## config.mk

```make
export PLATFORM = sky130hd
export DESIGN_NAME = scroll_marquee
export DESIGN_NICKNAME = d
export VERILOG_FILES = /design/src/rtl/scroll_marquee.sv
export SDC_FILE = /design/constraint.sdc
export NUM_CORES = 1
export LEC_CHECK = 0
export CAP_MARGIN = 20
export CORE_MARGIN = 4
export CORE_UTILIZATION = 55
export CTS_CLUSTER_DIAMETER = 30
export DETAILED_ROUTE_END_ITERATION = 8
export GPL_ROUTABILITY_DRIVEN = 0
export PLACE_DENSITY = 0.74
export SYNTH_ARGS = -nofsm -noshare
export SYNTH_HDL_FRONTEND = slang
export SYNTH_SLANG_ARGS = --single-unit
```

## constraint.sdc

```tcl
create_clock -name clk -period 8.3 [get_ports clk]
set_clock_uncertainty 0.2 [all_clocks]
set_input_delay 1.66 -clock clk [delete_from_list [all_inputs] [get_ports clk]]
set_output_delay 1.66 -clock clk [all_outputs]
set_load 0.05 [all_outputs]
```

## src/rtl/scroll_marquee.sv

```systemverilog
// scroll_marquee: DIGITS-wide scrolling window over a writable LEN-char message.
// Define MARQUEE_BLINK_EN to blink the window dark/lit while paused.
module scroll_marquee #(
  parameter int CHAR_W = 5,
  parameter int LEN = 14,
  parameter int DIGITS = 4,
  parameter int DIV = 24000000,
  parameter int BLANK = 31,
  parameter logic [LEN*CHAR_W-1:0] INIT = {LEN{CHAR_W'(BLANK)}}
) (
  input  logic                       clk,
  input  logic                       rst_n,
  input  logic                       en,
  input  logic                       dir,
  input  logic                       restart,
  input  logic                       wr_en,
  input  logic [$clog2(LEN)-1:0]     wr_addr,
  input  logic [CHAR_W-1:0]          wr_data,
  output logic [DIGITS*CHAR_W-1:0]   data,
  output logic [$clog2(LEN)-1:0]     pos,
  output logic                       tick
);

  localparam int AW = $clog2(LEN);
  localparam int CW = $clog2(DIV);

  logic [CHAR_W-1:0]        msg [LEN];
  logic [AW-1:0]            head;
  logic [AW-1:0]            head_nxt;
  logic [CW-1:0]            cnt;
  logic                     wrap;
  logic                     run;
  logic                     step;
  logic                     blank_now;
  logic [DIGITS*CHAR_W-1:0] win;

  assign wrap = (cnt == CW'(DIV - 1));
  assign step = en & wrap & ~restart;
  assign pos  = head;

`ifdef MARQUEE_BLINK_EN
  logic phase;

  assign run       = 1'b1;
  assign blank_now = phase & ~en & ~restart;

  // Blink phase flips on each divider wrap while paused
  always_ff @(posedge clk or negedge rst_n) begin
    if (!rst_n)
      phase <= 1'b0;
    else if (en || restart)
      phase <= 1'b0;
    else if (wrap)
      phase <= ~phase;
  end
`else
  assign run       = en;
  assign blank_now = 1'b0;
`endif

  // Step divider: counts 0..DIV-1, restart forces it back to 0
  always_ff @(posedge clk or negedge rst_n) begin
    if (!rst_n)
      cnt <= '0;
    else if (restart)
      cnt <= '0;
    else if (run)
      cnt <= wrap ? '0 : cnt + 1'b1;
  end

  // Next head, circular in either direction
  always_comb begin
    head_nxt = head;
    if (dir)
      head_nxt = (head == '0) ? AW'(LEN - 1) : head - 1'b1;
    else
      head_nxt = (head == AW'(LEN - 1)) ? '0 : head + 1'b1;
  end

  // Head pointer and step pulse
  always_ff @(posedge clk or negedge rst_n) begin
    if (!rst_n) begin
      head <= '0;
      tick <= 1'b0;
    end else begin
      tick <= step;
      if (restart)
        head <= '0;
      else if (step)
        head <= head_nxt;
    end
  end

  // Message store, out-of-range writes dropped
  always_ff @(posedge clk or negedge rst_n) begin
    if (!rst_n) begin
      for (int i = 0; i < LEN; i++)
        msg[i] <= INIT[(LEN-1-i)*CHAR_W +: CHAR_W];
    end else if (wr_en && (int'(wr_addr) < LEN)) begin
      msg[wr_addr] <= wr_data;
    end
  end

  // Window gather, digit 0 in the MSBs
  always_comb begin
    int idx;
    win = '0;
    for (int k = 0; k < DIGITS; k++) begin
      idx = int'(head) + (k % LEN);
      if (idx >= LEN)
        idx = idx - LEN;
      win[(DIGITS-1-k)*CHAR_W +: CHAR_W] = msg[AW'(idx)];
    end
  end

  // Registered display output
  always_ff @(posedge clk or negedge rst_n) begin
    if (!rst_n)
      data <= {DIGITS{CHAR_W'(BLANK)}};
    else if (blank_now)
      data <= {DIGITS{CHAR_W'(BLANK)}};
    else
      data <= win;
  end

endmodule

```

# After elaboration in Yosys (flattened, before gate mapping)
# Cells that the tools add are included.
# totals
regBits,120
latch_bits,0
ram_bits,0
mem_bits_ro,0
in_bits,15
out_inout_bits,25
word_cells,81
memories,0
# classes
addsub,10
n_mul,0
n_div,0
order_cmp,11
eq_ne,2
n_shift,0
n_mux,27
bitwise,8
reduce_logical,5
# op_table
op,n
$bmux 5 s4,4
$mux 25,3
$bwmux 70,1
$mux 5,9
$mux 4,9
$add 25x1->25 const B,1
$eq 25x25->1 const B,1
$demux 5 s4,1
$ge 4x5->1 const B,4
$not 4->4,4
$sub 4x4->4 const B,4
$ge 5x4->1 const B,3
$add 4x2->5 const B,2
$add 4x1->5 const B,1
$ge 5x5->1 const B,1
$lt 5x1->1 const B,1
$not 4->5,1
$add 4x1->4 const B,1
$eq 4x4->1 const B,1
$ge 4x4->1 const B,1
$logic_not 4->1,1
$lt 4x4->1 const B,1
$reduce_bool 2->1,2
$sub 4x1->4 const B,1
other kinds (3),5

# Depth between registers and ports, before layout
# Gate-level depths: netlist (run 1).
# logic_depth
word_depth,7
mapped_depth,18
depth_no_buf,11

# Worst setup path before layout (run 1)
# Ideal clock, no wire load.
# synth_path
kind,flip-flop to flip-flop
start,"reg head[0], in the netlist pos[0]"
end,reg data[2]
setup_time_ps,60
arrival_time_ps,4384
slack_ps,3655
path_stages_with_launch,16
n_path_buf,5
synth_period_minus_slack_ps,4645
path_cell_list,dfrtp_1 -> buf_2 -> inv_1 -> buf_1 -> clkbuf_1 -> ha_1 -> clkbuf_1 -> inv_1 -> ha_1 -> buf_2 -> a221o_1 -> o2111a_1 -> nor3_4 -> mux2_1 -> o221ai_1 -> o221a_2
# synth_via
elab_chain_cells,7
word_cells_on_any_way,8
cone_classes,2 x add/sub; 1 x order compare; 4 x mux; 1 x bitwise
# synth_lines
element,line_no,rtl
start: declaration,28,logic [AW-1:0] head;
start signal: assignment,90,head <= head_nxt;
$add 4x2->5 (*),109,idx = int'(head) + (k % LEN);
$sub 4x4->4 / $ge 5x4->1 (equally long branches),"111, 110",
$mux 4 (*),110,if (idx >= LEN)
$not 4->4 (implied by the code) (*),112,win[(DIGITS-1-k)*CHAR_W +: CHAR_W] = msg[AW'(idx)];
$bmux 5 s4 (*),112,
$mux 5 (implied by the code) (*) (2 in series),112,
via win[2],35,logic [DIGITS*CHAR_W-1:0] win;
end signal: assignment,119,data <= {DIGITS{CHAR_W'(BLANK)}};
end signal: assignment,121,data <= {DIGITS{CHAR_W'(BLANK)}};
end signal: assignment,123,data <= win;
end: declaration,19,"output logic [DIGITS*CHAR_W-1:0] data,"
# The timed path passes the listed nets; every way through them passes the cells marked *. The select of a mux whose other input is x is not followed.
# A chain may end at the register's enable or synchronous reset.

# Worst setup path in the final report (run 1)
# layout_path
start,"reg head[3], in the netlist pos[3]"
end,out pos[3]
# layout_lines
element,line_no,rtl
end: declaration,20,"output logic [$clog2(LEN)-1:0] pos,"
# No word-level cell between the ends.

==> flow_summary.toml, run 1 <==
[setup_path]
critical_path.max_stage_delay_ns = 0.95
critPathKind = "reg2out"
r2r_slack_ns = 4.31
slowest_stage = "clkdlybuf4s50_1"
arrival_ns = 2.30
path_max_fanout = 28
path_cells = "clkdlybuf4s50_1"
path_buf_inv = 1
crit_family = "buffers and inverters"
startpoint_type = "register"
required_ns = 6.44
crit_path_end_kind = "output pin"

[layout]
final_cell_mix = "dfstp_2 (90), mux2_2 (82), nor2_1 (74)"
antennaDiodeCount = 0
regArea_um2 = 3120
layout-drive-gt1-share_pct = 37.1
fillers = 1042
multiInputGateArea_um2 = 4540
finalNonFillerCells = 914
nNetsFinal = 749
final_common_cell = "dfstp_2"
areaGrowthSynthToFinish_pct = 15.4

[floorplan]
die-height_um = 128
dieArea_um2 = 16300
initial_core_util_pct = 56.6
ios = 40
die_w_um = 128
core_um2 = 13900
rows = 43

[sta]
finalSetupTns_ns = 0
fmax_mhz = 241
worst_slew_pin_slew_ns = 0.939
hold_violations = 0
period_needed_ns = 4.16
slew_violations = 0
max_slew_margin_pct = 37.4
min_period_over_period_pct = 50.1
setup_violations = 0
rsz0062_at_grt = "false"

[grt]
grt_max_degree = 77
grt.total_usage_pct = 25.5
grt_antenna_before_repair = 0
grt_pass1_vias = 6020
grt_pass1_wl_mm = 32.6
grt-ovfl-total = 0

[clock_network]
htree_levels = 4
cts_resized = 0
cts_tree = "done"
clock-sinks = 120
numCtsBuffers = 17
cts_buffer_depth = 2
postCtsHoldBufs = 0
clk_latency_ns = 0.42
clk_pin_slew_ns = 0.05
clockRootBuffer = "clkbuf_16"
cts_setup_buffers = 0

[power_and_ir_drop]
powerDensity_nw_per_um2 = 237
peakVddDrop_v = 0.000152
p_leak_nw = 3.43

[synth]
synthCells = 697
synth.top_cell.area_share_pct = 30.0
ys.flop_type = "dfstp_2"
ys_async_sr_fraction_pct = 100
syn-num-nets = 725
synth_area_um2 = 7890
synth_edf_count = 0
seq_area_frac_synth_pct = 39.5
synth_warnings = 0
synth_seq_cells = 120
synth.area.top_cells = "dfstp_2 (30%), mux4_2 (13%), mux2_2 (12%), dfrtp_1 (9.5%), mux2i_1 (4.1%)"
synth.distinct_cells = 72
syn_avg_cell_area_um2 = 11.3
yosysTopAreaCell = "dfstp_2"

[route]
drt-initial-drc-count = 759
wire_per_inst_um = 22.0
drc = 0
viasPerCell = 6.69
drt-pass1-iter-count = 5
via_count = 6119
ant_nets = 0
wl_mm = 20.1

[hold_path]
holdCritPathClass = "reg2reg"

[placement]
post-dp-hpwl_mm = 14.4
place_inst = 878
io_buffers = 39

[flow_run]
drv_cap = 0

[outcome]
status = "completed"
==> kinds of logic (layout without fill, tap and decap cells) <==
family	count (synthesis)	count (layout)	synth area share, %
simple gates	211	211	13.3
flops	120	120	39.5
buf+inv	52	89	2.89
fa+ha+maj	13	13	2.06
compound gates	121	121	10.9
xor+xnor	18	18	2.19
mux	162	162	29.2
==> per-layer routing <==
layer  GRT usage (%)  share of wire [%]
met5               0                  0
met4            9.30                2.6
met3            6.83                9.4
met1            36.4                 42
met2            37.6                 46
==> sequential cells by signal (all words and copies together), names as in the netlist <==
register and count:
cnt 25, data 20, msg 70, pos 4, tick 1
==> where the power goes <==
part / leakage (nW) / switching [mW] / internal, mW
Sequential: 1.36 / 0.135 / 0.769
Combinational: 1.74 / 0.206 / 0.216
Clock: 0.327 / 0.261 / 0.565
Total: 3.43 / 0.603 / 1.55
==> final timing paths <==
| check | cells after the start | from | to |
|---|---|---|---|
| hold / removal | 1 | cnt[15] | cnt[15] |
| max in group asynchronous | 2 | rst_n | pos[0] |
| hold reg to reg | 1 | cnt[15] | cnt[15] |
| setup / recovery | 1 | pos[3] | pos[3] |
| min in group asynchronous | 1 | rst_n | msg[25] |
| setup reg to reg | 11 | pos[1] | data[1] |
==> cell usage after synthesis (5+ instances only) <==
master and number:
nand4_1 7, nor2_1 74, nor3_1 11, a31oi_1 6
mux4_2 46, buf_2 17, nand2b_1 9, nand3_1 13
nand3b_1 5, xnor2_1 5, o21ai_0 9, o22ai_1 7
nand2_1 46, ha_1 13, dfrtp_1 30, mux2i_1 32
and3_1 9, a21oi_1 27, clkbuf_1 16, buf_1 5
a221oi_1 8, and2_1 5, o21ai_1 12, xor2_1 11
inv_1 10, mux2_2 82, a211oi_1 12, dfstp_2 90
nor2b_1 6
==> area by class of cell <==
cell class              count  share of cell area, %
inverters                  11                  0.454
clock inverters            10                   2.08
repair buffers             46                   5.45
clock buffers              22                   5.32
flip-flops and latches    120                   34.3
well taps                 180                   2.48
multi-input cells         525                   49.9
==> metrics by stage <==
| step | setup slack, ns | hold slack (ns) | power, mW | cell area, um^2 | util [%] |
|---|---|---|---|---|---|
| after global placement | 4.09 | 0.288 | 1.30 | 8330 | 59.8 |
| after CTS | 3.76 | 0.322 | 2.15 | 9010 | 64.7 |
| after global routing | 4.05 | 0.367 | 2.23 | 9100 | 65.3 |
| after detailed placement | 3.94 | 0.314 | 1.32 | 8340 | 59.8 |
| after floorplan | 3.66 | 0.270 | 1.15 | 7890 | - |
| final | 4.14 | 0.319 | 2.15 | 9100 | 65.3 |
==> worst register-to-register path: stages, from the launching register on <==
cell      delay, ns
dfrtp_1        0.62
inv_2          0.19
ha_1           0.57
inv_1          0.18
ha_1           0.35
nor2_1         0.13
a21oi_1        0.07
o32ai_1        0.32
or2_1          0.51
nand2_1        0.29
o221ai_1       0.29
o221a_1        0.22
Power figures use the tool's default switching activity.
==> run 2: changes to the inputs <==
--- a/config.mk
+++ b/config.mk
@@ -11,7 +11,7 @@
 export CTS_CLUSTER_DIAMETER = 30
 export DETAILED_ROUTE_END_ITERATION = 8
 export GPL_ROUTABILITY_DRIVEN = 0
-export PLACE_DENSITY = 0.74
+export PLACE_DENSITY = 0.77
 export SYNTH_ARGS = -nofsm -noshare
 export SYNTH_HDL_FRONTEND = slang
 export SYNTH_SLANG_ARGS = --single-unit
==> constraint.sdc (replaced) <==
create_clock -name clk -period 3.55 [get_ports clk]
set_clock_uncertainty 0.2 [all_clocks]
set_input_delay 0.71 -clock clk [delete_from_list [all_inputs] [get_ports clk]]
set_output_delay 0.71 -clock clk [all_outputs]
set_load 0.05 [all_outputs]
==> flow_summary.toml, run 2 (synthesis results as in run 1) <==
[setup_path]
timing.rr.end = "data[3]"
path_max_fanout = 14
r2r_slack_ns = 0.16
critical_path.max_stage_delay_ns = 0.50
required_ns = 3.68
crit_family = "compound AO/OA/AOI/OAI gates"
r2r.worst_path.cells = 11
crit_path_end_kind = "register"
path_cells = "inv_2 -> ha_1 -> xnor2_1 -> ha_1 -> nor2_1 -> a21oi_1 -> o32ai_1 -> or2_2 -> mux4_2 -> a32oi_1 -> o21ai_1"
startpoint_type = "register"
slowest_stage = "dfrtp_2"
arrival_ns = 3.52
worstReg2RegStart = "pos[1]"
critPathKind = "reg2reg"
critPathMostFrequentCell = "ha_1"
path_buf_inv = 1

[placement]
placed_cell_area_um2 = 8500
post-dp-hpwl_mm = 14.9
io_buffers = 39

[floorplan]
rows = 43
die_w_um = 128
core_um2 = 13900
initial_core_util_pct = 56.6
ios = 40
dieArea_um2 = 16300
die-height_um = 128

[layout]
layout-drive-gt1-share_pct = 38.9
antennaDiodeCount = 0
nNetsFinal = 763
final_area_um2 = 9110
largest_register_ff_count = 70
final_cell_mix = "dfstp_2 (90), mux2_2 (82), nor2_1 (74)"
areaGrowthSynthToFinish_pct = 15.5
final_common_cell = "dfstp_2"
biggestRegsByFlops = "msg: 70 flops, cnt: 25 flops, data: 20 flops"
top_register = "msg"

[sta]
fmax_mhz = 295
finalSetupTns_ns = 0
period_needed_ns = 3.39
worst_slew_pin_slew_ns = 0.974
rsz0062_at_grt = "false"
slew_violations = 0
hold_violations = 0
min_period_over_period_pct = 95.5
worst_hold_slack_ns = 0.176
setup_violations = 0
max_slew_margin_pct = 35.0

[grt]
grt_antenna_before_repair = 0
grt-ovfl-total = 0
grt_pass1_wl_mm = 33.5
grt.total_usage_pct = 26.3
grt_max_degree = 68
grt_pass1_vias = 6163

[route]
wl_mm = 20.8
drc = 0
via_count = 6332
viasPerCell = 6.82
ant_nets = 0
drt-pass1-iter-count = 5
drt-initial-drc-count = 803
wire_per_inst_um = 22.4

[clock_network]
clockRootBuffer = "clkbuf_16"
clk_latency_ns = 0.43
clock-sinks = 120
clk_pin_slew_ns = 0.05
htree_levels = 4
cts_buffer_depth = 2
cts_setup_buffers = 0
cts_tree = "done"
numCtsBuffers = 17

[power_and_ir_drop]
powerDensity_nw_per_um2 = 530
p_leak_nw = 3.46
peakVddDrop_v = 0.000362

[flow_run]
drv_cap = 0

[hold_path]
holdCritPathClass = "in2async"

[outcome]
status = "completed"
==> run 2: layout make-up <==
class,count,area (um^2)
fill,1023,4820
clock inverter,7,88.8
sequential,120,3120
clock buffer,25,505
multi-input combinational,525,4570
timing repair buffer,60,558
inverter,11,41.3
tap,180,225
==> run 2: where the power goes <==
group	switching, mW	internal, mW
registers	0.303	1.80
logic	0.493	0.512
clock network	0.606	1.12
total	1.40	3.43
==> run 2: worst max path at each step <==
stage	start	endpoint	slack, ns	cells past startpoint
floorplan	pos[0]	data[2]	0.03	15
global placement	pos[1]	data[3]	0.28	11
detailed placement	pos[1]	data[3]	0.06	11
CTS	pos[1]	data[3]	0.02	11
global route	pos[1]	data[3]	0.06	11
finish	pos[1]	data[3]	0.16	11
==> run 2: timing repair <==
| action | 4_1_cts | 5_1_grt |
|---|---|---|
| hold buffers | 0 | 0 |
| endpoints found under the setup margin | 0 | 6 |
| resized for setup | 0 | 2 |
==> run 2: metrics by stage <==
step                util, %  cells  total power, mW  setup slack [ns]
CTS                    65.3    928             4.83            0.0227
global placement       61.0    896             3.02             0.280
global route           65.4    928             5.00            0.0599
detailed placement     61.0    896             3.09            0.0570
finish                 65.4    928             4.83             0.161
floorplan                 -    697             2.69            0.0334
==> run 2: per-layer routing <==
metal	global-route usage (%)	share of wire, %	vias up
met3	5.96	9.8	69
met4	9.43	2.9	0
met2	40.3	47	402
met1	36.9	40	3146
met5	0	0	-
li1	-	-	2715
==> run 2: worst reg2reg max path, stage by stage, from the launching register on <==
cell,delay (ns)
dfrtp_2,0.50
inv_2,0.19
ha_1,0.30
xnor2_1,0.17
ha_1,0.23
nor2_1,0.13
a21oi_1,0.08
o32ai_1,0.33
or2_2,0.41
mux4_2,0.40
a32oi_1,0.25
o21ai_1,0.11
